==> src/rtl/uart_term_pkg.sv <==
`default_nettype none
// ============================================================================
// Module      : uart_term_pkg
// Description : Shared state encoding and character constants for the
//               UART terminal screen writer.
// Revision    : 1.0 - initial release
// ============================================================================
package uart_term_pkg;

    typedef enum logic [1:0] {
        IDLE     = 2'd0,
        PUT      = 2'd1,
        CLR_LINE = 2'd2,
        CLR_ALL  = 2'd3
    } state_t;

    localparam logic [7:0] CH_SPACE    = 8'h20;
    localparam logic [7:0] CH_CR       = 8'h0D;
    localparam logic [7:0] CH_LF       = 8'h0A;
    localparam logic [7:0] CH_BS       = 8'h08;
    localparam logic [7:0] CH_FF       = 8'h0C;
    localparam logic [7:0] CH_PRINT_LO = 8'h20;
    localparam logic [7:0] CH_PRINT_HI = 8'h7E;

    // True for bytes that are drawn as glyphs at the cursor
    function automatic logic is_printable(input logic [7:0] b);
        return (b >= CH_PRINT_LO) && (b <= CH_PRINT_HI);
    endfunction

endpackage
`default_nettype wire

==> src/rtl/byte_fifo.sv <==
`default_nettype none
// ============================================================================
// Module      : byte_fifo
// Description : Small power-of-two FIFO with head data always presented on
//               rdata_o. A push on a full FIFO is accepted only when a pop
//               happens on the same edge.
// Revision    : 1.0 - initial release
// ============================================================================
module byte_fifo #(
    parameter int DEPTH = 4,
    parameter int WIDTH = 8
) (
    input  logic                     clk,
    input  logic                     rst_n,
    input  logic                     push_i,
    input  logic [WIDTH-1:0]         wdata_i,
    input  logic                     pop_i,
    output logic [WIDTH-1:0]         rdata_o,
    output logic                     empty_o,
    output logic                     full_o,
    output logic [$clog2(DEPTH):0]   count_o
);
    localparam int PTR_W = $clog2(DEPTH);
    localparam int CNT_W = PTR_W + 1;

    logic [WIDTH-1:0] mem_q [DEPTH];
    logic [PTR_W-1:0] wr_ptr_q, rd_ptr_q;
    logic [CNT_W-1:0] count_q;
    logic             do_push, do_pop;

    assign empty_o = (count_q == '0);
    assign full_o  = (count_q == CNT_W'(DEPTH));
    assign count_o = count_q;
    assign rdata_o = mem_q[rd_ptr_q];

    assign do_pop  = pop_i && !empty_o;
    assign do_push = push_i && (!full_o || do_pop);

    // Storage array; contents need no reset because count gates every read
    always_ff @(posedge clk) begin
        if (do_push) begin
            mem_q[wr_ptr_q] <= wdata_i;
        end
    end

    // Pointer and occupancy bookkeeping
    always_ff @(posedge clk or negedge rst_n) begin
        if (!rst_n) begin
            wr_ptr_q <= '0;
            rd_ptr_q <= '0;
            count_q  <= '0;
        end else begin
            if (do_push) wr_ptr_q <= wr_ptr_q + PTR_W'(1);
            if (do_pop)  rd_ptr_q <= rd_ptr_q + PTR_W'(1);
            count_q <= count_q + CNT_W'(do_push) - CNT_W'(do_pop);
        end
    end

endmodule
`default_nettype wire

==> src/rtl/uart_screen_writer.sv <==
`default_nettype none
// ============================================================================
// Module      : uart_screen_writer
// Description : Turns received UART bytes into screen-buffer character writes
//               with a terminal cursor (CR, LF, BS, FF handling, row clear on
//               wrap, full clear after reset).
// Revision    : 1.0 - initial release
// ============================================================================
module uart_screen_writer
    import uart_term_pkg::*;
#(
    parameter int COLS           = 16,
    parameter int ROWS           = 4,
    parameter int IDX_W          = 6,
    parameter int FIFO_DEPTH     = 4,
    parameter int CLEAR_ON_RESET = 1
) (
    input  logic             clk,
    input  logic             rst_n,
    input  logic [7:0]       rx_data,
    input  logic             rx_valid,
    output logic             scr_we,
    output logic [IDX_W-1:0] scr_index,
    output logic [7:0]       scr_char,
    output logic [IDX_W-1:0] cursor_index,
    output logic             busy,
    output logic             overflow
);
    // Cursor is {row, col}; COLS and ROWS are powers of two since their
    // product is 2**IDX_W, so row*COLS+col is a plain concatenation.
    localparam int                COL_W    = $clog2(COLS);
    localparam logic [COL_W-1:0]  COL_LAST = COL_W'(COLS - 1);
    localparam logic [IDX_W-1:0]  COL_MASK = IDX_W'(COLS - 1);
    localparam logic [IDX_W-1:0]  IDX_LAST = {IDX_W{1'b1}};
    localparam logic [IDX_W-1:0]  IDX_ONE  = IDX_W'(1);

    state_t           state_q, state_d;
    logic [IDX_W-1:0] cursor_q, cursor_d;
    logic [IDX_W-1:0] cursor_nxt_q, cursor_nxt_d;   // cursor applied when PUT ends
    logic             wrap_q, wrap_d;               // PUT is followed by a row clear
    logic             init_clr_q, init_clr_d;       // full clear pending after reset
    logic             we_q, we_d;
    logic [IDX_W-1:0] idx_q, idx_d;
    logic [7:0]       chr_q, chr_d;
    logic             ovf_q;

    logic [7:0]                  fifo_data;
    logic                        fifo_empty, fifo_full, fifo_pop, fifo_push;
    logic [$clog2(FIFO_DEPTH):0] fifo_count;
    logic [COL_W-1:0]            cur_col;
    logic [IDX_W-1:0]            next_row_home;

    assign cur_col       = cursor_q[COL_W-1:0];
    assign next_row_home = (cursor_q | COL_MASK) + IDX_ONE;   // col 0, row+1 mod ROWS
    assign fifo_push     = rx_valid && (!fifo_full || fifo_pop);

    byte_fifo #(
        .DEPTH (FIFO_DEPTH),
        .WIDTH (8)
    ) u_fifo (
        .clk     (clk),
        .rst_n   (rst_n),
        .push_i  (fifo_push),
        .wdata_i (rx_data),
        .pop_i   (fifo_pop),
        .rdata_o (fifo_data),
        .empty_o (fifo_empty),
        .full_o  (fifo_full),
        .count_o (fifo_count)
    );

    assign scr_we       = we_q;
    assign scr_index    = idx_q;
    assign scr_char     = chr_q;
    assign cursor_index = cursor_q;
    assign overflow     = ovf_q;
    assign busy         = (state_q != IDLE) || (fifo_count != '0);

    // Next-state, cursor and write-port decode; a write is scheduled on the
    // edge that enters the cycle in which scr_we is high.
    always_comb begin
        state_d      = state_q;
        cursor_d     = cursor_q;
        cursor_nxt_d = cursor_nxt_q;
        wrap_d       = wrap_q;
        init_clr_d   = init_clr_q;
        we_d         = 1'b0;
        idx_d        = idx_q;
        chr_d        = chr_q;
        fifo_pop     = 1'b0;

        unique case (state_q)
            IDLE: begin
                if (init_clr_q) begin
                    init_clr_d = 1'b0;
                    state_d    = CLR_ALL;
                    cursor_d   = '0;
                    we_d       = 1'b1;
                    idx_d      = '0;
                    chr_d      = CH_SPACE;
                end else if (!fifo_empty) begin
                    fifo_pop = 1'b1;
                    if (is_printable(fifo_data)) begin
                        state_d      = PUT;
                        we_d         = 1'b1;
                        idx_d        = cursor_q;
                        chr_d        = fifo_data;
                        cursor_nxt_d = cursor_q + IDX_ONE;
                        wrap_d       = (cur_col == COL_LAST);
                    end else begin
                        case (fifo_data)
                            CH_CR: cursor_d = cursor_q & ~COL_MASK;
                            CH_LF: begin
                                cursor_d = next_row_home;
                                state_d  = CLR_LINE;
                                we_d     = 1'b1;
                                idx_d    = next_row_home;
                                chr_d    = CH_SPACE;
                            end
                            CH_BS: begin
                                if (cur_col != '0) begin
                                    state_d      = PUT;
                                    we_d         = 1'b1;
                                    idx_d        = cursor_q - IDX_ONE;
                                    chr_d        = CH_SPACE;
                                    cursor_nxt_d = cursor_q - IDX_ONE;
                                    wrap_d       = 1'b0;
                                end
                            end
                            CH_FF: begin
                                cursor_d = '0;
                                state_d  = CLR_ALL;
                                we_d     = 1'b1;
                                idx_d    = '0;
                                chr_d    = CH_SPACE;
                            end
                            default: ;
                        endcase
                    end
                end
            end
            PUT: begin
                cursor_d = cursor_nxt_q;
                if (wrap_q) begin
                    state_d = CLR_LINE;
                    we_d    = 1'b1;
                    idx_d   = cursor_nxt_q;
                    chr_d   = CH_SPACE;
                end else begin
                    state_d = IDLE;
                end
            end
            CLR_LINE: begin
                if (idx_q[COL_W-1:0] == COL_LAST) begin
                    state_d = IDLE;
                end else begin
                    we_d  = 1'b1;
                    idx_d = idx_q + IDX_ONE;
                end
            end
            CLR_ALL: begin
                if (idx_q == IDX_LAST) begin
                    state_d  = IDLE;
                    cursor_d = '0;
                end else begin
                    we_d  = 1'b1;
                    idx_d = idx_q + IDX_ONE;
                end
            end
            default: state_d = IDLE;
        endcase
    end

    // State, cursor, registered write port and sticky overflow
    always_ff @(posedge clk or negedge rst_n) begin
        if (!rst_n) begin
            state_q      <= IDLE;
            cursor_q     <= '0;
            cursor_nxt_q <= '0;
            wrap_q       <= 1'b0;
            init_clr_q   <= (CLEAR_ON_RESET != 0);
            we_q         <= 1'b0;
            idx_q        <= '0;
            chr_q        <= '0;
            ovf_q        <= 1'b0;
        end else begin
            state_q      <= state_d;
            cursor_q     <= cursor_d;
            cursor_nxt_q <= cursor_nxt_d;
            wrap_q       <= wrap_d;
            init_clr_q   <= init_clr_d;
            we_q         <= we_d;
            idx_q        <= idx_d;
            chr_q        <= chr_d;
            ovf_q        <= ovf_q | (rx_valid && !fifo_push);
        end
    end

endmodule
`default_nettype wire

==> config.mk <==
export PLATFORM = sky130hd
export DESIGN_NAME = uart_screen_writer
export DESIGN_NICKNAME = d
export VERILOG_FILES = /design/src/rtl/uart_term_pkg.sv /design/src/rtl/byte_fifo.sv /design/src/rtl/uart_screen_writer.sv
export SDC_FILE = /design/constraint.sdc
export NUM_CORES = 1
export LEC_CHECK = 0
export ABC_AREA = 1
export BUFFER_PORTS_ARGS = -buffer_cell sky130_fd_sc_hd__buf_2
export CORE_ASPECT_RATIO = 1.75
export CORE_MARGIN = 1
export CORE_UTILIZATION = 40
export CTS_CLUSTER_SIZE = 25
export DETAILED_ROUTE_END_ITERATION = 10
export HOLD_SLACK_MARGIN = 0.02
export PLACE_DENSITY = 0.61
export SETUP_SLACK_MARGIN = 0.05
export SLEW_MARGIN = 20
export SYNTH_ARGS = -nofsm -noshare
export SYNTH_HDL_FRONTEND = slang
export SYNTH_HIERARCHICAL = 1
export SYNTH_SLANG_ARGS = --single-unit
==> constraint.sdc <==
create_clock -name clk -period 5.8 [get_ports clk]
set_clock_uncertainty 0.05 [all_clocks]
set_input_delay 0.58 -clock clk [delete_from_list [all_inputs] [get_ports clk]]
set_output_delay 0.58 -clock clk [all_outputs]
set_load 0.05 [all_outputs]
# == After elaboration in Yosys (flattened, before gate mapping) ==
# Memories as Yosys holds them, arrays and structs flattened.
# Index checks and enable logic that the tools add are counted.
# classes
n_reduce_logical,27
eq_ne,24
order_cmp,2
add_sub_neg,8
muxes,50
bitwise,3
# op_table
op,n
6-bit 2-to-1 mux,13
6-bit one-hot mux with 3 select lines,3
8-bit 2-to-1 mux,5
"8-bit by 4-bit equality test with 1-bit output, second input constant",4
8-bit one-hot mux with 2 select lines,2
6-bit one-hot mux with 4 select lines,1
5-bit AND reduction,4
"6-bit by 1-bit adder with 6-bit output, second input constant",3
1-bit 2-to-1 mux,15
2-bit 2-to-1 mux,7
6-bit AND reduction,2
"2-bit inequality test, second input constant",5
"3-bit inequality test, second input constant",3
"4-bit equality test, second input constant",2
"8-bit by 6-bit >= comparator with 1-bit output, second input constant",1
"8-bit by 7-bit <= comparator with 1-bit output, second input constant",1
2-bit one-hot mux with 4 select lines,1
2-bit nonzero test,4
"6-bit equality test, second input constant",1
"6-bit by 3-bit inequality test with 1-bit output, second input constant",1
2-bit one-hot mux with 3 select lines,1
3-bit nonzero test,2
"6-bit by 1-bit subtractor with 6-bit output, second input constant",1
1-bit logical AND,5
20 further kinds,27
# totals
ff_bits,39
out_inout_bits,23
ram_bits,32
mem_count,1
# mem_list
memory,words,word_bits,read_ports,rd_ports_with_merged_regs,wr,line,source
u_fifo.mem_q,4,8,1,0,1,byte_fifo.sv:26,logic [WIDTH-1:0] mem_q [DEPTH];

# == Depth between registers and ports, before layout ==
# depth
word_depth,9
ltp_mapped,16
ltp_nobuf,14

# == Modules after synthesis ==
# The synthesis kept the hierarchy.
# modules_own_cells
mod,area_per_inst_um2,instances,seq_area_each_um2,cells_per_inst
uart_screen_writer,2282.2,1,802.0,334
byte_fifo,1665.3,1,1136.1,139

# == Worst setup path after synthesis ==
# OpenSTA, ideal clock, no wires.
# synth_timing
path_kind,register to register
from,reg state_q[1]
to,reg u_fifo.count_q[2] (netlist: u_fifo/count_o[2])
setup_slack_ps,3267
path_buffers,0
path_stages_with_launch,13
period_less_slack_ps,2533
setup_ps,122
t_arrival_ps,2361
path_cell_list,dfrtp_1 nor2_4 inv_4 nor2_8 inv_2 nor2_8 inv_1 a21boi_0 nand3b_1 nand2_1 ha_1 fa_1 xnor2_1
# synth_via
elab_chain_len,7
# synth_lines
item,line,source
from (decl),uart_screen_writer.sv:37,"state_t state_q, state_d;"
from (signal assigned),uart_screen_writer.sv:187,state_q <= state_d;
2-bit zero test,uart_screen_writer.sv:92,unique case (state_q)
1-bit 2-to-1 mux,uart_screen_writer.sv:92,
via fifo_pop,uart_screen_writer.sv:48,"logic fifo_empty, fifo_full, fifo_pop, fifo_push;"
1-bit logical OR,uart_screen_writer.sv:55,assign fifo_push = rx_valid && (!fifo_full || fifo_pop);
1-bit logical AND,uart_screen_writer.sv:55,
via fifo_push,uart_screen_writer.sv:48,
1-bit logical AND,byte_fifo.sv:37,assign do_push = push_i && (!full_o || do_pop);
3-bit by 1-bit adder with 3-bit output,byte_fifo.sv:55,count_q <= count_q + CNT_W'(do_push) - CNT_W'(do_pop);
3-bit by 1-bit subtractor with 3-bit output,byte_fifo.sv:55,
to (signal assigned),byte_fifo.sv:55,
to (decl),byte_fifo.sv:28,logic [CNT_W-1:0] count_q;
# The timed path passes the listed nets, and every way through them passes these cells.
# A chain may end at the register's enable or synchronous reset.

# == Final worst setup path ==
# layout_timing
from,reg state_q[1]
to,"mem u_fifo.mem_q[2][2], enable pin"
# layout_via
elab_chain_len,7
# layout_lines
item,line,source
2-bit zero test,uart_screen_writer.sv:92,
1-bit 2-to-1 mux,uart_screen_writer.sv:92,
via fifo_pop,uart_screen_writer.sv:48,
1-bit logical OR,uart_screen_writer.sv:55,
1-bit logical AND,uart_screen_writer.sv:55,
via fifo_push,uart_screen_writer.sv:48,
1-bit logical AND,byte_fifo.sv:37,
1-bit 2-to-1 mux,byte_fifo.sv:41,if (do_push) begin
1-bit 2-to-1 mux (not written as such),byte_fifo.sv:42,mem_q[wr_ptr_q] <= wdata_i;
to (decl),byte_fifo.sv:26,
# The timed path passes the listed nets, and every way through them passes these cells.

==> reports/results.ini <==
[placed_design]
dpl.hpwl_um = 7190
placed_area_um2 = 4200
dp_slack_ns = 2.950
portBuffers = 33
place_congestion = 0.9702

[routing]
firstDrtPassIters = 5
via_per_inst = 5.025
met3_length_um = 275
drt-met1-wl_um = 3314
wire_per_inst_um = 14.47
drtAntennaViolNets = 0
drt_iter0_drc = 154
wl_met2_um = 5098
route.detailed.drc = 0
top_layer = met4
vias = 3201
wl_um = 9219

[global_routing]
antenna_found_initial = 0
first_global_vias = 3113
grt_usage = 0.1955
grt_max_degree = 40
grt-ovfl-total = 0
grt_pass1_wl_um = 14960

[synth]
yosysUniqueCellTypes = 42
syn_inst = 473
yosysTopAreaCell = edfxtp_1
ys_seq_elements = 71
synth_edf_count = 32
synth_fp_nets = 494
yosysMostFrequentCell = nand2_1
netlist_area_um2 = 3948
synth_common_cells = nand2_1, nor2_1, inv_1
ys_warn_count = 6
async_flop_share = 0.5493
synth_top_area_frac = 0.2434
syn_area_per_cell_um2 = 8.346
synth_ff_type = dfrtp_1
yosys-top-cells-area = edfxtp_1, dfrtp_1, nand2_1, nor2_1, nand3_1
yosysSeqAreaShare = 0.4910

[setup_path]
path_delay_family = simple AND/OR/NAND/NOR gates
cp-end-kind = flip-flop
crit_buf_inv = 3
critical_path_required_ns = 5.73
worst_path_max_delay_cell = nor2_1
arrival_ns = 2.76
slowest_delay_ns = 0.61
critical_path_class = reg -> reg
crit_chain = nor2_4 -> inv_4 -> nor2_8 -> inv_2 -> nor2_8 -> inv_1 -> a21boi_0 -> nand2_2 -> nor2_1
crit_path_start_kind = flip-flop
cp_max_fo = 8
cp_common_cell = nor2_8

[worst_hold_path]
hp-class = in -> async

[outcome]
status = finished clean

[sta]
rsz0062_at_grt = no
setup_ws_ns = 2.969
min_period_over_period = 0.4881
tightest_slew_ns = 0.8527
slew_headroom = 0.4316
fmax_mhz = 353.2
slew_violations = 0
setup_viol = 0
setup_tns_ns = 0
hold_viol = 0
post-route-min-period_ns = 2.831

[clocking]
clk_latency_ns = 0.35
cts-root-buf = clkbuf_16
cts_resized = 0
clockBufferDepth = 2
cts_tree = yes
hold_buffers = 0
cts_sinks = 71
post_cts_buffers = 0
htreeDepth = 3
clkSlewWorstSetupHoldPaths_ns = 0.06
cts-buffers-inserted = 9

[die]
initial_core_util = 0.4144
io_pins = 34
core.rowCount = 47
dieArea_um2 = 10290
die_x_um = 77.10
die_y_um = 133.4
core_region_area_um2 = 9527

[finish]
nNetsFinal = 531
drive_gt1_frac = 0.1728
final_cell_area_um2 = 4506
syn_to_final_growth_pct = 14.14
fillers = 938
antenna_cells = 0

[power]
p_per_area_nw_per_um2 = 641.7
leakage_nw = 2.120
vdd_drop_max_mv = 0.2612

[job]
maxCapViolCount = 0

state kept, by name (all words and copies together) (netlist names):
| register | cells |
|---|---|
| u_fifo/mem_q | 32 |
| scr_index | 6 |
| wrap_q | 1 |
| state_q | 2 |
| u_fifo/wr_ptr_q | 2 |
| u_fifo/rd_ptr_q | 2 |
| overflow | 1 |
| u_fifo/count_o | 3 |
| scr_we | 1 |
| cursor_nxt_q | 6 |
| scr_char | 8 |
| init_clr_q | 1 |
| cursor_index | 6 |
path summary, 6_finish.rpt:
kind	endpoint	from	cells past startpoint	slack, ns
hold / removal	cursor_nxt_q[1]	rst_n	1	0.29
hold reg to reg	scr_char[6]	scr_char[6]	2	0.42
max in group asynchronous	scr_char[7]	rst_n	1	4.87
min in group clk	u_fifo/mem_q[3][0]	rx_data[0]	1	0.40
setup / recovery	u_fifo/mem_q[2][2]	state_q[1]	9	2.97
setup reg to reg	u_fifo/mem_q[2][2]	state_q[1]	9	2.97
cell type report:
type,count,area [µm²],share of cell area
clock buffer,9,225.2,0.04999
clock inverter,7,80.08,0.01777
tap,122,152.6,0.03388
inverter,50,197.7,0.04388
sequential,71,1938,0.4302
multi-input combinational,345,1747,0.3877
timing repair buffer,33,165.2,0.03666
worst reg2reg max path, stage by stage (launching register included):
cell and delay, ns:
dfrtp_1 0.47, nor2_4 0.22, inv_4 0.07, nor2_8 0.13
inv_2 0.08, nor2_8 0.13, inv_1 0.07, a21boi_0 0.43
nand2_2 0.18, nor2_1 0.61
routing by layer:
layer,global-route usage,up-vias
met5,0,-
met2,0.3651,76
met3,0.04315,34
met1,0.1837,1466
met4,0.1394,0
li1,-,1625
logic make-up (layout without fill, tap and decap cells):
logic type	Yosys count	in the layout	share of synthesized area
DFF	71	71	0.4910
adders and majority gates	10	10	0.03360
and+or+nand+nor	274	274	0.3163
buffers and inverters	57	99	0.06656
xor gates and xnor gates	4	4	0.008876
AOI/OAI and AO/OA	57	57	0.08368
metrics by stage:
step,util,power (mW),cells,hold WS [ns]
after floorplan,-,2.016,473,0.2344
after global placement,0.4409,2.321,621,0.4034
after detailed placement,0.4409,2.342,621,0.4094
after global routing,0.4729,3.124,637,0.3694
after CTS,0.4729,2.910,637,0.3281
final,0.4729,2.891,637,0.2878
power breakdown:
group	total [mW]	internal (mW)	leakage, nW	switching, mW
Clock	0.561	0.337	0.143	0.224
Sequential	0.829	0.687	0.786	0.142
Combinational	1.50	0.432	1.19	1.07
layout by cell type, fill, tap and decap left out, types with 2 or more instances in the layout:
cell        netlist  final
clkinvlp_4        0      2
buf_2             1     33
o21ai_0          18     18
clkinv_4          1      3
nand2_2           5      5
o21ai_2           3      3
edfxtp_1         32     32
nand2_1         133    133
inv_6             0      2
inv_4             2      2
nand3_1          37     37
nand4_1           7      7
o21ai_1          23     23
ha_1              9      9
a21oi_1           5      5
nor2_8            2      2
nor2_2            8      8
nor2_4            5      5
dfrtp_1          38     38
xnor2_1           3      3
nand3_4           2      2
inv_1            42     42
nor2_1           68     68
clkbuf_16         0      9
inv_2             5      5
Note: power is estimated with default switching activity, not from simulation.
